[src/rtl/pipeline_control_if.sv]
// Hazard/control bundle between the ID-stage hazard detectors, the pipeline
// registers and the EX operand muxes. The slave side is the pipeline controller.
interface pipeline_control_if #(
   parameter int CNT_W = 16
);
   logic [3:0]       haz_ex;
   logic             stall_ex;
   logic [3:0]       haz_mem;
   logic             redirect;
   logic             pc_we;
   logic             ifid_we;
   logic             ifid_flush;
   logic             idex_bubble;
   logic [1:0]       fwd_a;
   logic [1:0]       fwd_b;
   logic [CNT_W-1:0] stall_cnt;
   logic [CNT_W-1:0] flush_cnt;

   modport master (
      output haz_ex, stall_ex, haz_mem, redirect,
      input  pc_we, ifid_we, ifid_flush, idex_bubble,
      input  fwd_a, fwd_b, stall_cnt, flush_cnt
   );

   modport slave (
      input  haz_ex, stall_ex, haz_mem, redirect,
      output pc_we, ifid_we, ifid_flush, idex_bubble,
      output fwd_a, fwd_b, stall_cnt, flush_cnt
   );
endinterface

[src/rtl/pipeline_control.sv]
// Pipeline controller: turns hazard-detector results and the EX redirect into
// register enables, bubble/flush controls and registered EX forwarding selects,
// and keeps saturating stall/flush event counters for performance debug.
module pipeline_control #(
   parameter int CNT_W = 16
) (
   input logic               clk,
   input logic               rst_n,
   pipeline_control_if.slave ctl
);

   typedef enum logic [1:0] {
      RUN    = 2'd0,
      HOLD   = 2'd1,
      SQUASH = 2'd2
   } state_t;

   localparam logic [2:0] FROM_EX_RS1  = 3'b001;
   localparam logic [2:0] FROM_EX_RS2  = 3'b010;
   localparam logic [2:0] FROM_MEM_RS1 = 3'b011;
   localparam logic [2:0] FROM_MEM_RS2 = 3'b100;

   localparam logic [CNT_W-1:0] CNT_ONE = CNT_W'(1);
   localparam logic [CNT_W-1:0] CNT_MAX = '1;

   state_t           state;
   state_t           next_state;
   logic             stall_evt;
   logic             flush_evt;
   logic             advance;
   logic [1:0]       fwd_a_next;
   logic [1:0]       fwd_b_next;
   logic [CNT_W-1:0] stall_cnt;
   logic [CNT_W-1:0] flush_cnt;
   logic [1:0]       fwd_a;
   logic [1:0]       fwd_b;

   logic       ex_valid;
   logic [2:0] ex_code;
   logic       mem_valid;
   logic [2:0] mem_code;

   assign ex_valid  = ctl.haz_ex[3];
   assign ex_code   = ctl.haz_ex[2:0];
   assign mem_valid = ctl.haz_mem[3];
   assign mem_code  = ctl.haz_mem[2:0];

   // State register; reset drops straight back to RUN from any stall or squash
   always_ff @(posedge clk or negedge rst_n) begin
      if (!rst_n) begin
         state <= RUN;
      end else begin
         state <= next_state;
      end
   end

   // Next state and Mealy controls; redirect wins over everything, stall only honoured in RUN
   always_comb begin
      next_state      = RUN;
      ctl.pc_we       = 1'b1;
      ctl.ifid_we     = 1'b1;
      ctl.ifid_flush  = 1'b0;
      ctl.idex_bubble = 1'b0;
      stall_evt       = 1'b0;
      flush_evt       = 1'b0;
      if (ctl.redirect) begin
         ctl.ifid_flush  = 1'b1;
         ctl.idex_bubble = 1'b1;
         flush_evt       = 1'b1;
         next_state      = SQUASH;
      end else if (state == RUN && ctl.stall_ex) begin
         ctl.pc_we       = 1'b0;
         ctl.ifid_we     = 1'b0;
         ctl.idex_bubble = 1'b1;
         stall_evt       = 1'b1;
         next_state      = HOLD;
      end
   end

   // Forwarding selects for the instruction about to enter EX; EX-stage data is newer so it wins
   always_comb begin
      advance    = !ctl.idex_bubble && (state != SQUASH);
      fwd_a_next = 2'b00;
      fwd_b_next = 2'b00;
      if (advance) begin
         if (ex_valid && ex_code == FROM_EX_RS1) begin
            fwd_a_next = 2'b01;
         end else if (mem_valid && mem_code == FROM_MEM_RS1) begin
            fwd_a_next = 2'b10;
         end
         if (ex_valid && ex_code == FROM_EX_RS2) begin
            fwd_b_next = 2'b01;
         end else if (mem_valid && mem_code == FROM_MEM_RS2) begin
            fwd_b_next = 2'b10;
         end
      end
   end

   // Capture the selects on the edge that moves ID into EX (zeros for a bubble or squashed slot)
   always_ff @(posedge clk or negedge rst_n) begin
      if (!rst_n) begin
         fwd_a <= 2'b00;
         fwd_b <= 2'b00;
      end else begin
         fwd_a <= fwd_a_next;
         fwd_b <= fwd_b_next;
      end
   end

   // Saturating event counters for load-use bubbles and taken redirects
   always_ff @(posedge clk or negedge rst_n) begin
      if (!rst_n) begin
         stall_cnt <= '0;
         flush_cnt <= '0;
      end else begin
         if (stall_evt && stall_cnt != CNT_MAX) begin
            stall_cnt <= stall_cnt + CNT_ONE;
         end
         if (flush_evt && flush_cnt != CNT_MAX) begin
            flush_cnt <= flush_cnt + CNT_ONE;
         end
      end
   end

   assign ctl.fwd_a     = fwd_a;
   assign ctl.fwd_b     = fwd_b;
   assign ctl.stall_cnt = stall_cnt;
   assign ctl.flush_cnt = flush_cnt;

endmodule
[src/flat_wrapper.sv]
// flat-port wrapper written by rule: the top's interface ports become plain ports
module pipeline_control_flat 
#(
   parameter int CNT_W = 16
)
  (clk, rst_n, ctl_haz_ex, ctl_stall_ex, ctl_haz_mem, ctl_redirect, ctl_pc_we, ctl_ifid_we, ctl_ifid_flush, ctl_idex_bubble, ctl_fwd_a, ctl_fwd_b, ctl_stall_cnt, ctl_flush_cnt);
  pipeline_control_if #(.CNT_W(CNT_W)) ctl_i ();
  input logic clk;
  input logic rst_n;
  input wire logic [$bits(ctl_i.haz_ex)-1:0] ctl_haz_ex;
  input wire logic [$bits(ctl_i.stall_ex)-1:0] ctl_stall_ex;
  input wire logic [$bits(ctl_i.haz_mem)-1:0] ctl_haz_mem;
  input wire logic [$bits(ctl_i.redirect)-1:0] ctl_redirect;
  output wire logic [$bits(ctl_i.pc_we)-1:0] ctl_pc_we;
  output wire logic [$bits(ctl_i.ifid_we)-1:0] ctl_ifid_we;
  output wire logic [$bits(ctl_i.ifid_flush)-1:0] ctl_ifid_flush;
  output wire logic [$bits(ctl_i.idex_bubble)-1:0] ctl_idex_bubble;
  output wire logic [$bits(ctl_i.fwd_a)-1:0] ctl_fwd_a;
  output wire logic [$bits(ctl_i.fwd_b)-1:0] ctl_fwd_b;
  output wire logic [$bits(ctl_i.stall_cnt)-1:0] ctl_stall_cnt;
  output wire logic [$bits(ctl_i.flush_cnt)-1:0] ctl_flush_cnt;
  assign ctl_i.haz_ex = ctl_haz_ex;
  assign ctl_i.stall_ex = ctl_stall_ex;
  assign ctl_i.haz_mem = ctl_haz_mem;
  assign ctl_i.redirect = ctl_redirect;
  assign ctl_pc_we = ctl_i.pc_we;
  assign ctl_ifid_we = ctl_i.ifid_we;
  assign ctl_ifid_flush = ctl_i.ifid_flush;
  assign ctl_idex_bubble = ctl_i.idex_bubble;
  assign ctl_fwd_a = ctl_i.fwd_a;
  assign ctl_fwd_b = ctl_i.fwd_b;
  assign ctl_stall_cnt = ctl_i.stall_cnt;
  assign ctl_flush_cnt = ctl_i.flush_cnt;
  pipeline_control #(.CNT_W(CNT_W)) u_core (.clk(clk), .rst_n(rst_n), .ctl(ctl_i));
endmodule
[config.mk]
export PLATFORM = sky130hd
export DESIGN_NAME = pipeline_control_flat
export DESIGN_NICKNAME = d
export VERILOG_FILES = /design/src/rtl/pipeline_control_if.sv /design/src/rtl/pipeline_control.sv /design/src/flat_wrapper.sv
export SDC_FILE = /design/constraint.sdc
export NUM_CORES = 1
export LEC_CHECK = 0
export CELL_PAD_IN_SITES_DETAIL_PLACEMENT = 2
export CELL_PAD_IN_SITES_GLOBAL_PLACEMENT = 2
export CORE_MARGIN = 3
export CORE_UTILIZATION = 32
export DETAILED_ROUTE_END_ITERATION = 7
export PLACE_DENSITY = 0.87
export SYNTH_ARGS = -nofsm -noshare
export SYNTH_HDL_FRONTEND = slang
export SYNTH_SLANG_ARGS = --single-unit
[constraint.sdc]
create_clock -name clk -period 4.1 [get_ports clk]
set_input_delay 0.82 -clock clk [delete_from_list [all_inputs] [get_ports clk]]
set_output_delay 0.82 -clock clk [all_outputs]
set_load 0.005 [all_outputs]
# Yosys cells after proc, flatten, opt, wreduce, memory -nomap -nowiden

Cells that the tools add are included.

Register bits: 38
Bits in latches: 0
Bits in writable memories: 0
Memory bits (read-only): 0
Bits of input ports: 12
Output and inout bits: 40
Logic and storage cells: 38
Memories kept: 0

$add $sub $neg: 2
Multiply operators: 0
Divide/modulo/power cells: 0
$lt $le $gt $ge: 0
Eq/ne operators: 7
Shift operators: 0
Mux-type cells: 14
Bitwise operators: 0
Reduce and logical (&&, ||, !) cells: 10

Operator list:

| operator                | count |
|---|---|
| $add A16 B1 Y16 const B | 2 |
| $ne A16 B16 Y1 const B  | 2 |
| $mux W2                 | 7 |
| $logic_and A1 B1 Y1     | 8 |
| $mux W1                 | 7 |
| $eq A3 B2 Y1 const B    | 2 |
| $eq A3 B1 Y1 const B    | 1 |
| $eq A3 B3 Y1 const B    | 1 |
| $logic_not A2 Y1        | 1 |
| $ne A2 B2 Y1 const B    | 1 |
| $logic_not A1 Y1        | 1 |

# Logic depth before layout (Yosys ltp)

Depth in word-level cells: 7
Depth in mapped cells: 6
Gate-level depth less buffers: 6

# Worst setup path after synthesis

OpenSTA, ideal clock, no wires.

Path kind: input to output
Start point: in ctl_stall_ex
End point: out ctl_pc_we
Data arrival time: 1.304 ns
Data required time: 3.280 ns
Setup slack: 1.976 ns
Stages: 3
Buffers on the path: 1
Cell sequence: nor3b_2 nand2_2 buf_4

Cells in the longest elaborated chain, start to end: 3

Ends and longest elaborated chain:

| item                 | RTL line               | source |
|---|---|---|
| start, declared      | flat_wrapper.sv:11     | `input wire logic [$bits(ctl_i.stall_ex)-1:0] ctl_stall_ex;` |
| $logic_and A1 B1 Y1  | pipeline_control.sv:71 | `end else if (state == RUN && ctl.stall_ex) begin` |
| $mux W1 (2 in a row) | -                      |  |
| end, declared        | flat_wrapper.sv:14     | `output wire logic [$bits(ctl_i.pc_we)-1:0] ctl_pc_we;` |

No other way between the ends.

# Worst setup path in the final report

Start point: in ctl_redirect
End point: out ctl_pc_we

Cells in the longest elaborated chain, start to end: 1

Ends and longest elaborated chain:

| item            | RTL line               | source |
|---|---|---|
| start, declared | flat_wrapper.sv:13     | `input wire logic [$bits(ctl_i.redirect)-1:0] ctl_redirect;` |
| $mux W1         | pipeline_control.sv:66 | `if (ctl.redirect) begin` |

No other way between the ends.

==> key figures <==
Global route
  • Via count of the first global-routing pass: 1691
  • Total routing resource utilization after global routing: 15.3%
  • Largest net degree at the start of global routing: 39
  • First-pass GRT wire length: 8.57 mm
  • Congestion Overflow GR: 0
  • Initial antenna violation count: 0

Pwr
  • Standby leakage power: 1.14 nW
  • Worst vdd rail ir drop: 0.228 mV
  • Power density over the cells: 429 nW/µm²

Critical path
  • Endpoint class of the critical path: output port
  • Critical path required time: 3280 ps
  • Setup slack on the worst flop-to-flop path: 1540 ps
  • Top fanout value on the critical path: 10
  • Arrival time at the worst endpoint: 2290 ps
  • CP Launch Type: primary input
  • Setup Crit Path Kind: in -> out

Clocking
  • Total clock buffers created by CTS: 5
  • Hold buffer count at CTS: 0
  • Total number of clock tree sinks: 38
  • H-tree Lvls: 2
  • Postcts setup bufs: 0
  • Clock tree buffer depth: 2
  • Post-CTS sizing: 0
  • Clock-pin slew reported for the worst setup and hold paths after clock tree synthesis: 70 ps
  • Clock latency of the later-clocked register in the worst-skew pair: 290 ps
  • Clock root buffer: clkbuf_8
  • Clock tree from TritonCTS: done

Routing
  • Via density per instance: 5.19
  • DR DRC count: 0
  • DR vias: 1584
  • Detailed Route WL: 5.07 mm
  • Number of detailed-routing iterations run before antenna repair: 4
  • Wirelength per Cell: 16.6 µm
  • Starting DRT DRC Count: 50
  • Post-DRT Antenna Nets: 0

Placed design
  • Detailed placer's ending HPWL: 3.83 mm
  • Last weighted congestion value of the routability-driven placer: 0.742
  • Port Buffers: 51
  • Cell Count Post-Placement: 297
  • Post-Place Cell Area: 2460 µm²

Floorplanning
  • Number of top-level design ports: 52
  • Die X: 83.2 µm
  • Initial Utilization: 33.8%
  • Area of the core region: 5640 µm²
  • Die Footprint: 6930 µm²
  • Total number of placement rows: 27
  • Vertical die dimension: 83.2 µm

Run status
  • Run status: finished clean

Flow run
  • Max-cap violations: 0

Synth
  • Count of flip-flops with a built-in enable after synthesis: 0
  • Number of instances in the synthesized netlist: 180
  • Proportion of synthesized chip area in sequential cells: 49.8%
  • FFs w/ async S/R, synth: 100%
  • Total nets after synthesis: 194
  • Total of flip-flops plus latches after synthesis: 38
  • Netlist cell types: 43
  • Post-synth design cell area: 1910 µm²
  • Ranking of synthesized cells by area: dfrtp_1 (50%), xor2_1 (10%), nand2_1 (2.8%), nand3_1 (2.4%), a211oi_1 (2.4%)
  • Average instance area after synthesis: 10.6 µm²
  • Synth warnings: 0
  • Primary FF master, synth: dfrtp_1
  • Cell type with the highest aggregate area in the netlist: dfrtp_1
  • Synth top area share: 49.8%

STA
  • Maximum achievable frequency: 322 MHz
  • Total setup violations reported at the end of the flow: 0
  • Transition at the pin with the smallest max-transition slack: 1280 ps
  • Final period util: 75.8%
  • Unrepaired setup endpoints after global routing: false
  • Slew Limit Headroom: 14.0%
  • Final Critical Period: 3110 ps
  • Worst Clk Skew: 2.85 ps
  • Post-route setup TNS: 0 ps
  • Final count of pins violating max slew: 0
  • Endpoints failing hold: 0

Finish
  • Layout cells sized above 1: 8.58%
  • Footprint of the multi-input gates: 880 µm²
  • Layout filler cell count: 582
  • Fin area: 2550 µm²
  • Layout Nets: 246
  • Antenna Diode Count: 0
  • Storage element area: 951 µm²
  • Number of standard cells in the layout, taps in and fillers out: 305
  • Synth-to-layout area growth: 33.8%

Hold path
  • Kind of path behind the tightest hold check: reg -> reg
worst paths after layout:
kind,start,endpoint,cells past startpoint
worst min register to register,u_core.ctl.flush_cnt[11],u_core.ctl.flush_cnt[11],1
min in group asynchronous,rst_n,u_core.ctl.flush_cnt[10],1
worst min-delay path,u_core.ctl.flush_cnt[11],u_core.ctl.flush_cnt[11],1
max in group asynchronous,rst_n,u_core.ctl.stall_cnt[10],1
worst max register to register,u_core.ctl.stall_cnt[0],u_core.ctl.stall_cnt[1],5
worst max-delay path,ctl_redirect,ctl_pc_we,4
stage by stage:
stage | worst slack [ps] | hold WS (ps) | util (%) | total power, W
after floorplan | 1980 | 484 | - | 0.000638
after global placement | 1020 | 483 | 43.7 | 0.000820
after detailed placement | 979 | 487 | 43.7 | 0.000841
after CTS | 976 | 500 | 45.3 | 0.00112
after global routing | 902 | 528 | 45.3 | 0.00117
final | 990 | 495 | 45.3 | 0.00110
power breakdown:
| group | leakage (nW) | internal [W] | switching (W) |
|---|---|---|---|
| clock | 0.0482 | 0.000136 | 0.000134 |
| combinational | 0.606 | 0.000170 | 0.000121 |
| sequential | 0.482 | 0.000434 | 0.000102 |
cell usage after synthesis, types with 3 or more instances:
master / n
nor2_1: 12
xor2_1: 22
inv_1: 9
and3_1: 3
a211oi_1: 6
nor4_1: 3
o21ai_0: 3
a21oi_1: 6
nand2_1: 14
nand3_1: 9
dfrtp_1: 38
nor3_1: 8
buf_2: 3
nand4_1: 5
cell families (layout without fill, tap and decap cells):
| group | after synthesis | after routing | share of synthesized area (%) |
|---|---|---|---|
| muxes | 3 | 3 | 1.70 |
| and+or+nand+nor | 72 | 72 | 21.6 |
| adders and majority gates | 2 | 2 | 1.31 |
| buffers and inverters | 16 | 69 | 4.13 |
| AOI/OAI and AO/OA | 25 | 25 | 10.5 |
| DFF | 38 | 38 | 49.8 |
| xor gates and xnor gates | 24 | 24 | 11.0 |
placed cells by master, fill, tap and decap left out, types with 3 or more instances in the layout:
cell	synthesis	routed
clkdlybuf4s50_1	0	50
dfrtp_1	38	38
xor2_1	22	22
nand2_1	14	14
nor2_1	12	12
inv_1	9	9
nand3_1	9	9
nor3_1	8	8
a211oi_1	6	6
a21oi_1	6	6
clkbuf_8	0	6
nand4_1	5	5
o21ai_0	3	3
and3_1	3	3
nor4_1	3	3
final cells by class:
| type | instances | share of cell area, % |
|---|---|---|
| clock buffer | 7 | 3.38 |
| timing repair buffer | 51 | 19.8 |
| clock inverter | 1 | 0.196 |
| multi-input combinational | 126 | 34.4 |
| tap | 72 | 3.53 |
| sequential | 38 | 37.2 |
| inverter | 10 | 1.47 |
state kept, by name, indices dropped and copies added, names as in the netlist:
| name | cells |
|---|---|
| u_core.ctl.flush_cnt | 16 |
| u_core.ctl.fwd_a | 2 |
| u_core.ctl.fwd_b | 2 |
| u_core.ctl.stall_cnt | 16 |
| u_core.state | 2 |
worst max-delay path, stage by stage:
cell and delay, ps:
clkdlybuf4s50_1 600, inv_1 120, nand2_2 200, clkdlybuf4s50_1 550
routing by layer:
metal | share of wire (%) | global-route usage, % | vias up
li1 | - | - | 742
met1 | 45 | 19.9 | 793
met2 | 48 | 24.6 | 41
met3 | 5.3 | 4.07 | 8
met4 | 1.6 | 5.35 | 0
met5 | 0 | 0 | -
Note: power is estimated with default switching activity, not from simulation.
